$ cat config.mk
export PLATFORM = sky130hd
export DESIGN_NAME = usb_nint_sequencer_flat
export DESIGN_NICKNAME = d
export VERILOG_FILES = /design/src/rtl/usb_nint_sequencer_if.sv /design/src/rtl/usb_nint_sequencer.sv /design/src/flat_wrapper.sv
export SDC_FILE = /design/constraint.sdc
export NUM_CORES = 1
export LEC_CHECK = 0
export ABC_AREA = 1
export CAP_MARGIN = 20
export CORE_UTILIZATION = 45
export CTS_BUF_LIST = sky130_fd_sc_hd__clkbuf_8 sky130_fd_sc_hd__clkbuf_16
export CTS_CLUSTER_DIAMETER = 200
export DETAILED_ROUTE_END_ITERATION = 7
export PLACE_DENSITY_LB_ADDON = 0.1
export SLEW_MARGIN = 20
export SYNTH_ARGS = -nofsm -noshare
export SYNTH_HDL_FRONTEND = slang
export SYNTH_SLANG_ARGS = --single-unit
$ cat constraint.sdc
create_clock -name clk -period 2.2 [get_ports clk]
set_input_delay 0.44 -clock clk [delete_from_list [all_inputs] [get_ports clk]]
set_output_delay 0.44 -clock clk [all_outputs]
set_load 0.01 [all_outputs]
$ cat src/rtl/usb_nint_sequencer_if.sv
// Bus bundle for usb_nint_sequencer.
//   CPU side (Avalon-MM slave):  address, chipselect, read_n, write_n, writedata, readdata
//   HPI side (Avalon-MM master): m_address, m_read_n, m_write_n, m_writedata,
//                                m_readdata, m_waitrequest
// Modport master: the sequencer's view. It answers CPU accesses and drives the HPI strobes.
// Modport slave:  the environment's view. This is the CPU, the HPI bridge or a testbench.
interface usb_nint_sequencer_if;
  logic [1:0]  address;
  logic        chipselect;
  logic        read_n;
  logic        write_n;
  logic [31:0] writedata;
  logic [31:0] readdata;
  logic [1:0]  m_address;
  logic        m_read_n;
  logic        m_write_n;
  logic [15:0] m_writedata;
  logic [15:0] m_readdata;
  logic        m_waitrequest;

  modport master (
    input  address, chipselect, read_n, write_n, writedata, m_readdata, m_waitrequest,
    output readdata, m_address, m_read_n, m_write_n, m_writedata
  );

  modport slave (
    output address, chipselect, read_n, write_n, writedata, m_readdata, m_waitrequest,
    input  readdata, m_address, m_read_n, m_write_n, m_writedata
  );
endinterface

$ cat src/rtl/usb_nint_sequencer.sv
// Services the USB controller's active-low nINT line without CPU polling.
// On an assertion, the block reads the controller status register over HPI. It then writes the
// value back as a write-1-to-clear ack, latches it, and raises irq. irq stays high until the CPU
// clears pending.
// Ports:
//   clk    system clock
//   reset  synchronous, active-high
//   nint   asynchronous active-low interrupt from the USB controller
//   bus    CPU slave registers and HPI master strobes (usb_nint_sequencer_if.master)
//   irq    registered interrupt to the CPU, pending & irq_mask
// Register map: 0 STATUS (RO), 1 CAPTURE (RO), 2 MASK (RW), 3 CLEAR (WO, reads 0)
module usb_nint_sequencer #(
  parameter int unsigned SYNC_STAGES = 2,
  parameter logic [1:0]  STATUS_ADDR = 2'd2,
  parameter bit          ACK_WRITE   = 1'b1,
  parameter int unsigned TIMEOUT     = 255
) (
  input  logic                   clk,
  input  logic                   reset,
  input  logic                   nint,
  usb_nint_sequencer_if.master   bus,
  output logic                   irq
);

  typedef enum logic [1:0] {StIdle, StRd, StWr, StPost} state_e;

  localparam logic [7:0] TmoLast = 8'(TIMEOUT - 1);

  state_e                 state_q, state_d;
  // The chain holds the inverted line, so an all-zero reset value means "not asserted".
  logic [SYNC_STAGES-1:0] sync_q;
  logic                   nint_s, nint_s_prev_q;
  logic [1:0]             m_address_q, m_address_d;
  logic                   m_read_n_q, m_read_n_d, m_write_n_q, m_write_n_d;
  logic [15:0]            m_writedata_q, m_writedata_d, capture_q, capture_d;
  logic [7:0]             tmo_cnt_q, tmo_cnt_d;
  logic                   pending_q, pending_d, overrun_q, overrun_d;
  logic                   tmo_err_q, tmo_err_d, mask_q, mask_d, irq_q;
  logic [31:0]            readdata_q, readdata_d;
  logic                   set_pending, set_tmo, ovr_evt, busy, wr_en, rd_en;
  logic [2:0]             clr;
  logic                   unused_wdata;

  assign nint_s  = sync_q[SYNC_STAGES-1];
  assign busy    = (state_q != StIdle);
  assign wr_en   = bus.chipselect & ~bus.write_n;
  assign rd_en   = bus.chipselect & ~bus.read_n;
  assign clr     = (wr_en && bus.address == 2'd3) ? bus.writedata[2:0] : 3'b000;
  assign ovr_evt = nint_s & ~nint_s_prev_q & (pending_q | busy);
  assign unused_wdata = ^bus.writedata[31:3];

  // FSM next-state and registered master strobes
  always_comb begin
    state_d       = state_q;
    m_address_d   = m_address_q;
    m_read_n_d    = m_read_n_q;
    m_write_n_d   = m_write_n_q;
    m_writedata_d = m_writedata_q;
    capture_d     = capture_q;
    tmo_cnt_d     = tmo_cnt_q;
    set_pending   = 1'b0;
    set_tmo       = 1'b0;
    unique case (state_q)
      StIdle: begin
        if (nint_s && !pending_q) begin
          state_d     = StRd;
          m_address_d = STATUS_ADDR;
          m_read_n_d  = 1'b0;
          tmo_cnt_d   = 8'd0;
        end
      end
      StRd: begin
        if (!bus.m_waitrequest) begin
          capture_d  = bus.m_readdata;
          m_read_n_d = 1'b1;
          tmo_cnt_d  = 8'd0;
          if (ACK_WRITE) begin
            state_d       = StWr;
            m_writedata_d = bus.m_readdata;
            m_write_n_d   = 1'b0;
          end else begin
            state_d = StPost;
          end
        end else if (tmo_cnt_q == TmoLast) begin
          m_read_n_d = 1'b1;
          set_tmo    = 1'b1;
          state_d    = StIdle;
        end else begin
          tmo_cnt_d = tmo_cnt_q + 8'd1;
        end
      end
      StWr: begin
        if (!bus.m_waitrequest) begin
          m_write_n_d = 1'b1;
          tmo_cnt_d   = 8'd0;
          state_d     = StPost;
        end else if (tmo_cnt_q == TmoLast) begin
          m_write_n_d = 1'b1;
          set_tmo     = 1'b1;
          state_d     = StIdle;
        end else begin
          tmo_cnt_d = tmo_cnt_q + 8'd1;
        end
      end
      StPost: begin
        set_pending = 1'b1;
        state_d     = StIdle;
      end
      default: state_d = StIdle;
    endcase
  end

  // Flags: a set in the same cycle as a CPU clear wins
  always_comb begin
    pending_d = set_pending | (pending_q & ~clr[0]);
    overrun_d = ovr_evt     | (overrun_q & ~clr[1]);
    tmo_err_d = set_tmo     | (tmo_err_q & ~clr[2]);
    mask_d    = (wr_en && bus.address == 2'd2) ? bus.writedata[0] : mask_q;
  end

  always_comb begin
    readdata_d = readdata_q;
    if (rd_en) begin
      unique case (bus.address)
        2'd0: readdata_d = {27'd0, tmo_err_q, overrun_q, busy, pending_q, nint_s};
        2'd1: readdata_d = {16'd0, capture_q};
        2'd2: readdata_d = {31'd0, mask_q};
        2'd3: readdata_d = 32'd0;
        default: readdata_d = 32'd0;
      endcase
    end
  end

  always_ff @(posedge clk) begin
    if (reset) begin
      state_q       <= StIdle;
      sync_q        <= '0;
      nint_s_prev_q <= 1'b0;
      m_address_q   <= 2'd0;
      m_read_n_q    <= 1'b1;
      m_write_n_q   <= 1'b1;
      m_writedata_q <= 16'd0;
      capture_q     <= 16'd0;
      tmo_cnt_q     <= 8'd0;
      pending_q     <= 1'b0;
      overrun_q     <= 1'b0;
      tmo_err_q     <= 1'b0;
      mask_q        <= 1'b0;
      irq_q         <= 1'b0;
      readdata_q    <= 32'd0;
    end else begin
      state_q       <= state_d;
      sync_q        <= {sync_q[SYNC_STAGES-2:0], ~nint};
      nint_s_prev_q <= nint_s;
      m_address_q   <= m_address_d;
      m_read_n_q    <= m_read_n_d;
      m_write_n_q   <= m_write_n_d;
      m_writedata_q <= m_writedata_d;
      capture_q     <= capture_d;
      tmo_cnt_q     <= tmo_cnt_d;
      pending_q     <= pending_d;
      overrun_q     <= overrun_d;
      tmo_err_q     <= tmo_err_d;
      mask_q        <= mask_d;
      irq_q         <= pending_q & mask_q;
      readdata_q    <= readdata_d;
    end
  end

  assign bus.m_address   = m_address_q;
  assign bus.m_read_n    = m_read_n_q;
  assign bus.m_write_n   = m_write_n_q;
  assign bus.m_writedata = m_writedata_q;
  assign bus.readdata    = readdata_q;
  assign irq             = irq_q;

endmodule

$ cat src/flat_wrapper.sv
// flat-port wrapper written by rule: the top's interface ports become plain ports
module usb_nint_sequencer_flat 
#(
  parameter int unsigned SYNC_STAGES = 2,
  parameter logic [1:0]  STATUS_ADDR = 2'd2,
  parameter bit          ACK_WRITE   = 1'b1,
  parameter int unsigned TIMEOUT     = 255
)
  (clk, reset, nint, irq, bus_address, bus_chipselect, bus_read_n, bus_write_n, bus_writedata, bus_m_readdata, bus_m_waitrequest, bus_readdata, bus_m_address, bus_m_read_n, bus_m_write_n, bus_m_writedata);
  usb_nint_sequencer_if bus_i ();
  input  logic clk;
  input  logic reset;
  input  logic nint;
  output logic irq;
  input wire logic [$bits(bus_i.address)-1:0] bus_address;
  input wire logic [$bits(bus_i.chipselect)-1:0] bus_chipselect;
  input wire logic [$bits(bus_i.read_n)-1:0] bus_read_n;
  input wire logic [$bits(bus_i.write_n)-1:0] bus_write_n;
  input wire logic [$bits(bus_i.writedata)-1:0] bus_writedata;
  input wire logic [$bits(bus_i.m_readdata)-1:0] bus_m_readdata;
  input wire logic [$bits(bus_i.m_waitrequest)-1:0] bus_m_waitrequest;
  output wire logic [$bits(bus_i.readdata)-1:0] bus_readdata;
  output wire logic [$bits(bus_i.m_address)-1:0] bus_m_address;
  output wire logic [$bits(bus_i.m_read_n)-1:0] bus_m_read_n;
  output wire logic [$bits(bus_i.m_write_n)-1:0] bus_m_write_n;
  output wire logic [$bits(bus_i.m_writedata)-1:0] bus_m_writedata;
  assign bus_i.address = bus_address;
  assign bus_i.chipselect = bus_chipselect;
  assign bus_i.read_n = bus_read_n;
  assign bus_i.write_n = bus_write_n;
  assign bus_i.writedata = bus_writedata;
  assign bus_i.m_readdata = bus_m_readdata;
  assign bus_i.m_waitrequest = bus_m_waitrequest;
  assign bus_readdata = bus_i.readdata;
  assign bus_m_address = bus_i.m_address;
  assign bus_m_read_n = bus_i.m_read_n;
  assign bus_m_write_n = bus_i.m_write_n;
  assign bus_m_writedata = bus_i.m_writedata;
  usb_nint_sequencer #(.SYNC_STAGES(SYNC_STAGES), .STATUS_ADDR(STATUS_ADDR), .ACK_WRITE(ACK_WRITE), .TIMEOUT(TIMEOUT)) u_core (.clk(clk), .reset(reset), .nint(nint), .bus(bus_i), .irq(irq));
endmodule
==> impl_metrics.tcl, run 1 <==
set metrics [dict create \
    synth_async_sr_flop_share_pct 0 \
    crit_chain "clkdlybuf4s50_1" \
    io_buffer_count 63 \
    fin_tns_setup_ns 0 \
    synth-seq-cells 53 \
    n_antenna_cell 0 \
    place_hpwl_um 3800 \
    num_rows 26 \
    drtPass1Iterations 4 \
    p_leak_nw 1.26 \
    wirelength_um 5370 \
    required_ns 1.76 \
    setup_violations 0 \
    crit_family "buffers and inverters" \
    yosys_warnings 0 \
    gp_congestion 0.846 \
    fin_ws_ns 0.527 \
    syn_area_per_cell_um2 7.60 \
    worst-path-buf-inv 1 \
    die_h_um 75.4 \
    syn_area_um2 2420 \
    clock_path_buffers 2 \
    die_area_um2 5690 \
    vdd_ir_drop_max_mv 0.602 \
    clk_pin_slew_ns 0.10 \
    clk_latency_ns 0.31 \
    hold-worst-slack_ns 0.426 \
    hp-start "u_core.sync_q[0]" \
    pin_count 110 \
    viasPerCell 4.73 \
    crit_type "register to output pin" \
    hold_path.class "register to register" \
    preCtsSetupSlack_ns 0.312 \
    grt_first_pass_wirelength_um 8340 \
    cts_hold_buf 0 \
    die_w_um 75.4 \
    fin_crit_sh_pct 76.1 \
    cts_buffers 5 \
    start_util_pct 47.2 \
    area_delta_synth_final_pct 30.7 \
    finalMaxSlewViolations 0 \
    crit_path_end_kind "output pin" \
    rsz0062_at_grt "no" \
    cts_setup_buffers 0 \
    synth_ff_type "dfxtp_1" \
    p_per_area_nw_per_um2 895 \
    grtUsageTotal_pct 19.5 \
    dp.cells 446 \
    drt-wirelength-per-cell_um 11.8 \
    synth_most_common_cell "nor2_1" \
    synth_area_leaders "dfxtp_1 44%, nor2_1 9.9%, nand2_1 6.8%" \
    period_minus_slack_ns 1.67 \
    cts_tree "done" \
    synth_common_cells "64 x nor2_1, 53 x dfxtp_1, 44 x nand2_1" \
    numClockSinks 53 \
    syn_inst 319 \
    hold_viol 0 \
    grt_max_degree 30 \
    nets 447 \
    seq_area_frac_synth_pct 43.8 \
    finalInstanceArea_um2 3170 \
    synth_edf_count 0 \
    final-instance-count-excl-fill 454 \
    overflow 0 \
    skew_ns 0.00955 \
    vias 2147 \
    synth_top_area_share_pct 43.8 \
    start_kind "register" \
    utilization_pct 61.6 \
    htree_levels 2 \
    drive_gt1_share_pct 8.07 \
    cts.repair.resized 0 \
    status "finished clean" \
    synth.distinct_cells 32 \
    synth_largest_area_cell "dfxtp_1" \
    cp.arrival_ns 1.23 \
    ant_nets 0 \
    drtIter0Drc 131 \
    max_freq_mhz 598 \
    cap_violations 0 \
    cts_root_buf "clkbuf_8" \
    cp_slowest_cell "clkdlybuf4s50_1" \
    remaining_drc_errors 0 \
    placed_area_um2 3060 \
    cpPeakStageDelay_ns 0.56 \
    r2r_start "u_core.state_q[0]" \
    worstSetupStartpoint "u_core.bus.m_writedata[0]" \
    cp_max_fo 3 \
    antenna_found_initial 0 \
    core_um2 5140 \
    power_mw 2.84 \
    grt_pass1_vias 1846 \
]
per-layer routing:
| layer | share of wire (%) | vias up | GRT usage, % |
|---|---|---|---|
| li1 | - | 1111 | - |
| met3 | 5.8 | 7 | 5.03 |
| met4 | 1.3 | 0 | 7.00 |
| met2 | 46 | 62 | 31.3 |
| met1 | 47 | 967 | 25.5 |
| met5 | 0 | - | 0 |
path summary, 6_finish.rpt:
path                         end  slack (ns)  cells after the start
min reg2reg     u_core.sync_q[1]        0.43                      2
min             u_core.sync_q[1]        0.43                      2
max           bus_m_writedata[0]        0.53                      1
max reg2reg  u_core.tmo_cnt_q[3]        0.55                      8
layout by cell type (no fill, tap or decap), drive strengths merged:
cell type,netlist,routed
nor2,69,69
clkdlybuf4s50,0,63
dfxtp,53,53
nand2,49,49
inv,31,32
o21ai,30,30
conb,1,17
a21oi,14,14
nand3,13,13
a22oi,11,11
ha,7,7
a31oi,6,6
clkbuf,4,5
buf,23,5
o21bai,3,3
clkinv,1,2
o21a,1,1
nor3,1,1
nand4,1,1
or2,1,1
bufinv,0,1
area by class of cell:
| type | count | area (um2) |
|---|---|---|
| Clock buffer | 5 | 68.8 |
| Timing Repair Buffer | 68 | 668 |
| Inverter | 32 | 124 |
| Clock inverter | 3 | 42.5 |
| Multi-Input combinational cell | 223 | 1120 |
| Fill cell | 469 | 1970 |
| Sequential cell | 53 | 1060 |
| Tap cell | 70 | 87.6 |
sequential cells by signal, indices dropped and copies added (netlist names):
name	count
u_core.tmo_cnt_q	8
u_core.irq	1
u_core.pending_q	1
u_core.bus.m_address	1
u_core.state_q	2
u_core.nint_s_prev_q	1
u_core.bus.readdata	16
u_core.sync_q	2
u_core.bus.m_writedata	16
u_core.overrun_q	1
u_core.tmo_err_q	1
u_core.mask_q	1
u_core.bus.m_read_n	1
u_core.bus.m_write_n	1
cell families after synthesis:
group	share of synthesized area, %
and+or+nand+nor	23.7
AOI/OAI and AO/OA	16.0
buffers and inverters	12.7
DFF	43.8
adders and majority gates	3.61
other	0.155
worst register-to-register path, cell delays in order (launching register included):
cell	delay [ns]
dfxtp_1	0.39
inv_1	0.10
ha_1	0.35
nand2_4	0.11
clkinv_2	0.08
nand3_2	0.11
nand2_4	0.10
or2_1	0.24
a21oi_2	0.11
report_power, final:
group | switching, mW | leakage [nW] | internal (mW) | total [mW]
Combinational | 0.543 | 0.766 | 0.437 | 0.980
Sequential | 0.105 | 0.431 | 1.09 | 1.20
Clock | 0.321 | 0.0595 | 0.337 | 0.658
No activity file was read; power rests on OpenSTA's default activity.
==> run 2, diff against run 1 <==
- CORE_UTILIZATION: 45 -> 37
- clock period: 2.2 -> 1.3 ns (I/O delays scaled with it)
==> impl_metrics.tcl, run 2 (synthesis gave the netlist of run 1 again) <==
set metrics [dict create \
    vdd_ir_drop_max_mv 0.931 \
    grt_max_degree 17 \
    clk_latency_ns 0.31 \
    holdPathEnd "u_core.bus.readdata[0]" \
    violations "negative setup slack" \
    grt_pass1_vias 2021 \
    use_met1_pct 24.2 \
    htree_levels 2 \
    hp-start "bus_address[0]" \
    area_delta_synth_final_pct 44.9 \
    p_per_area_nw_per_um2 1420 \
    fin_ws_ns -0.0507 \
    met3_usage_pct 3.18 \
    pin_count 110 \
    antenna_found_initial 0 \
    placed_area_um2 3320 \
    cp.arrival_ns 1.55 \
    drtIter0Drc 69 \
    remaining_drc_errors 0 \
    rsz0062_at_grt "yes" \
    max_freq_mhz 740 \
    cts_buffers 5 \
    drt-wirelength-per-cell_um 11.8 \
    power.net_switching_mw 1.81 \
    setup_violations 3 \
    final_cell_mix "63 x nor2_1, 48 x dfxtp_1, 39 x nand2_1, 36 x dlygate4sd2_1, 31 x buf_4" \
    numClockSinks 53 \
    p_clk_share_pct 18.6 \
    die_h_um 83.0 \
    drive_gt1_share_pct 20.2 \
    use_met2_pct 27.3 \
    status "finished, violations left" \
    core_um2 6350 \
    hold_path.class "input pin to register" \
    fin_crit_sh_pct 104 \
    min_path_cells 3 \
    grt_first_pass_wirelength_um 9700 \
    wirelength_um 5810 \
    clock_path_buffers 2 \
    layout_commonest_cell "nor2_1" \
    power_mw 4.98 \
    r2r-end "u_core.tmo_cnt_q[5]" \
    intPower_mw 3.17 \
    share_comb_of_total_power_pct 40.7 \
    num-fill-cells 635 \
    num_rows 29 \
    die_w_um 83.0 \
    cts_root_buf "clkbuf_8" \
    finalInstanceArea_um2 3510 \
    nets 478 \
    required_ns 1.50 \
    cts_tree "done" \
    n_antenna_cell 0 \
    reg2reg_slack_ns -0.05 \
    dp.cells 480 \
    hold-worst-slack_ns 0.309 \
    viasPerCell 4.60 \
    crit_type "register to register" \
    start_kind "register" \
    switching_share_pct 36.3 \
    cp_max_fo 7 \
    final-instance-count-excl-fill 492 \
    period_minus_slack_ns 1.35 \
    die_area_um2 6880 \
    gp_congestion 0.813 \
    p_leak_nw 1.61 \
    grtUsageTotal_pct 17.4 \
    worstSetupStartpoint "u_core.state_q[0]" \
    seqPwrFrac_pct 40.7 \
    skew_ns 0.00983 \
    vias 2265 \
    top_usage_layer "met2" \
    hold_viol 0 \
    overflow 0 \
    clk_pin_slew_ns 0.10 \
    drtPass1Iterations 6 \
    crit_path_end_kind "register" \
    finalMaxSlewViolations 0 \
    r2r_start "u_core.state_q[0]" \
    start_util_pct 38.2 \
    reg2reg_depth 11 \
    cts_hold_buf 0 \
    cap_violations 0 \
    io_buffer_count 63 \
    ant_nets 0 \
    place_hpwl_um 4250 \
]
-- run 2: how the worst max path moves through the flow --
stage	to	cells after the start
5_1_grt	u_core.tmo_cnt_q[3]	8
3_5_place_dp	u_core.bus.m_writedata[14]	7
3_3_place_gp	u_core.bus.m_writedata[14]	8
6_report	u_core.tmo_cnt_q[5]	11
2_1_floorplan	u_core.tmo_cnt_q[3]	8
4_1_cts	u_core.tmo_cnt_q[5]	11
-- run 2: routing by layer --
layer,wire [um],up-vias,part of all wire (%)
met2,2620,58,45
li1,-,1185,-
met4,79,0,1.4
met1,2830,1017,49
met3,284,5,4.9
met5,0,-,0
-- run 2: final cells by class --
type	count	area, um2	area share, %
flip-flops and latches	53	1070	30.4
clock buffers	5	68.8	1.96
clock inverters	3	18.8	0.534
multi-input cells	224	1220	34.7
repair buffers	98	911	25.9
inverters	32	133	3.77
well taps	77	96.3	2.74
-- run 2: repair_timing --
action | in CTS | in global routing
endpoints found under the setup margin | 61 | 30
pin swaps | 6 | 11
cloned | 1 | 1
resized for setup | 44 | 31
buffers inserted | 1 | 1
-- run 2: per-stage QoR --
step / setup slack (ns) / setup TNS (ns) / util [%]
final: -0.0507 / -0.113 / 55.3
after global routing: -0.123 / -1.05 / 55.3
after CTS: -0.0681 / -0.513 / 53.6
after detailed placement: -0.265 / -9.57 / 52.3
after global placement: -0.242 / -8.92 / 52.3
after floorplan: -0.0260 / -0.0260 / -
-- run 2: critical path, stage by stage, from the launching register on --
cell and delay [ns]:
dfxtp_2 0.37, inv_2 0.06, ha_4 0.27, nand2_4 0.05
clkinv_4 0.06, nand3_4 0.08, nand2_4 0.12, inv_6 0.06
nand2_2 0.05, nand2_1 0.05, inv_1 0.05, nor2_1 0.03
-- run 2: power groups by stage --
| stage | sequential [mW] | clock, mW | combinational (mW) |
|---|---|---|---|
| finish | 2.03 | 0.929 | 2.03 |
| global route | 2.06 | 1.04 | 2.26 |
| CTS | 2.01 | 0.967 | 1.93 |
| detailed placement | 2.05 | 0 | 1.95 |
| global placement | 2.05 | 0 | 1.94 |
| floorplan | 2.11 | 0 | 1.10 |
==> run 3, diff against run 2 <==
- CTS_CLUSTER_SIZE: not set -> 30
==> results of run 3 <==
Final layout, timing and power as in run 2 (identical DEF).
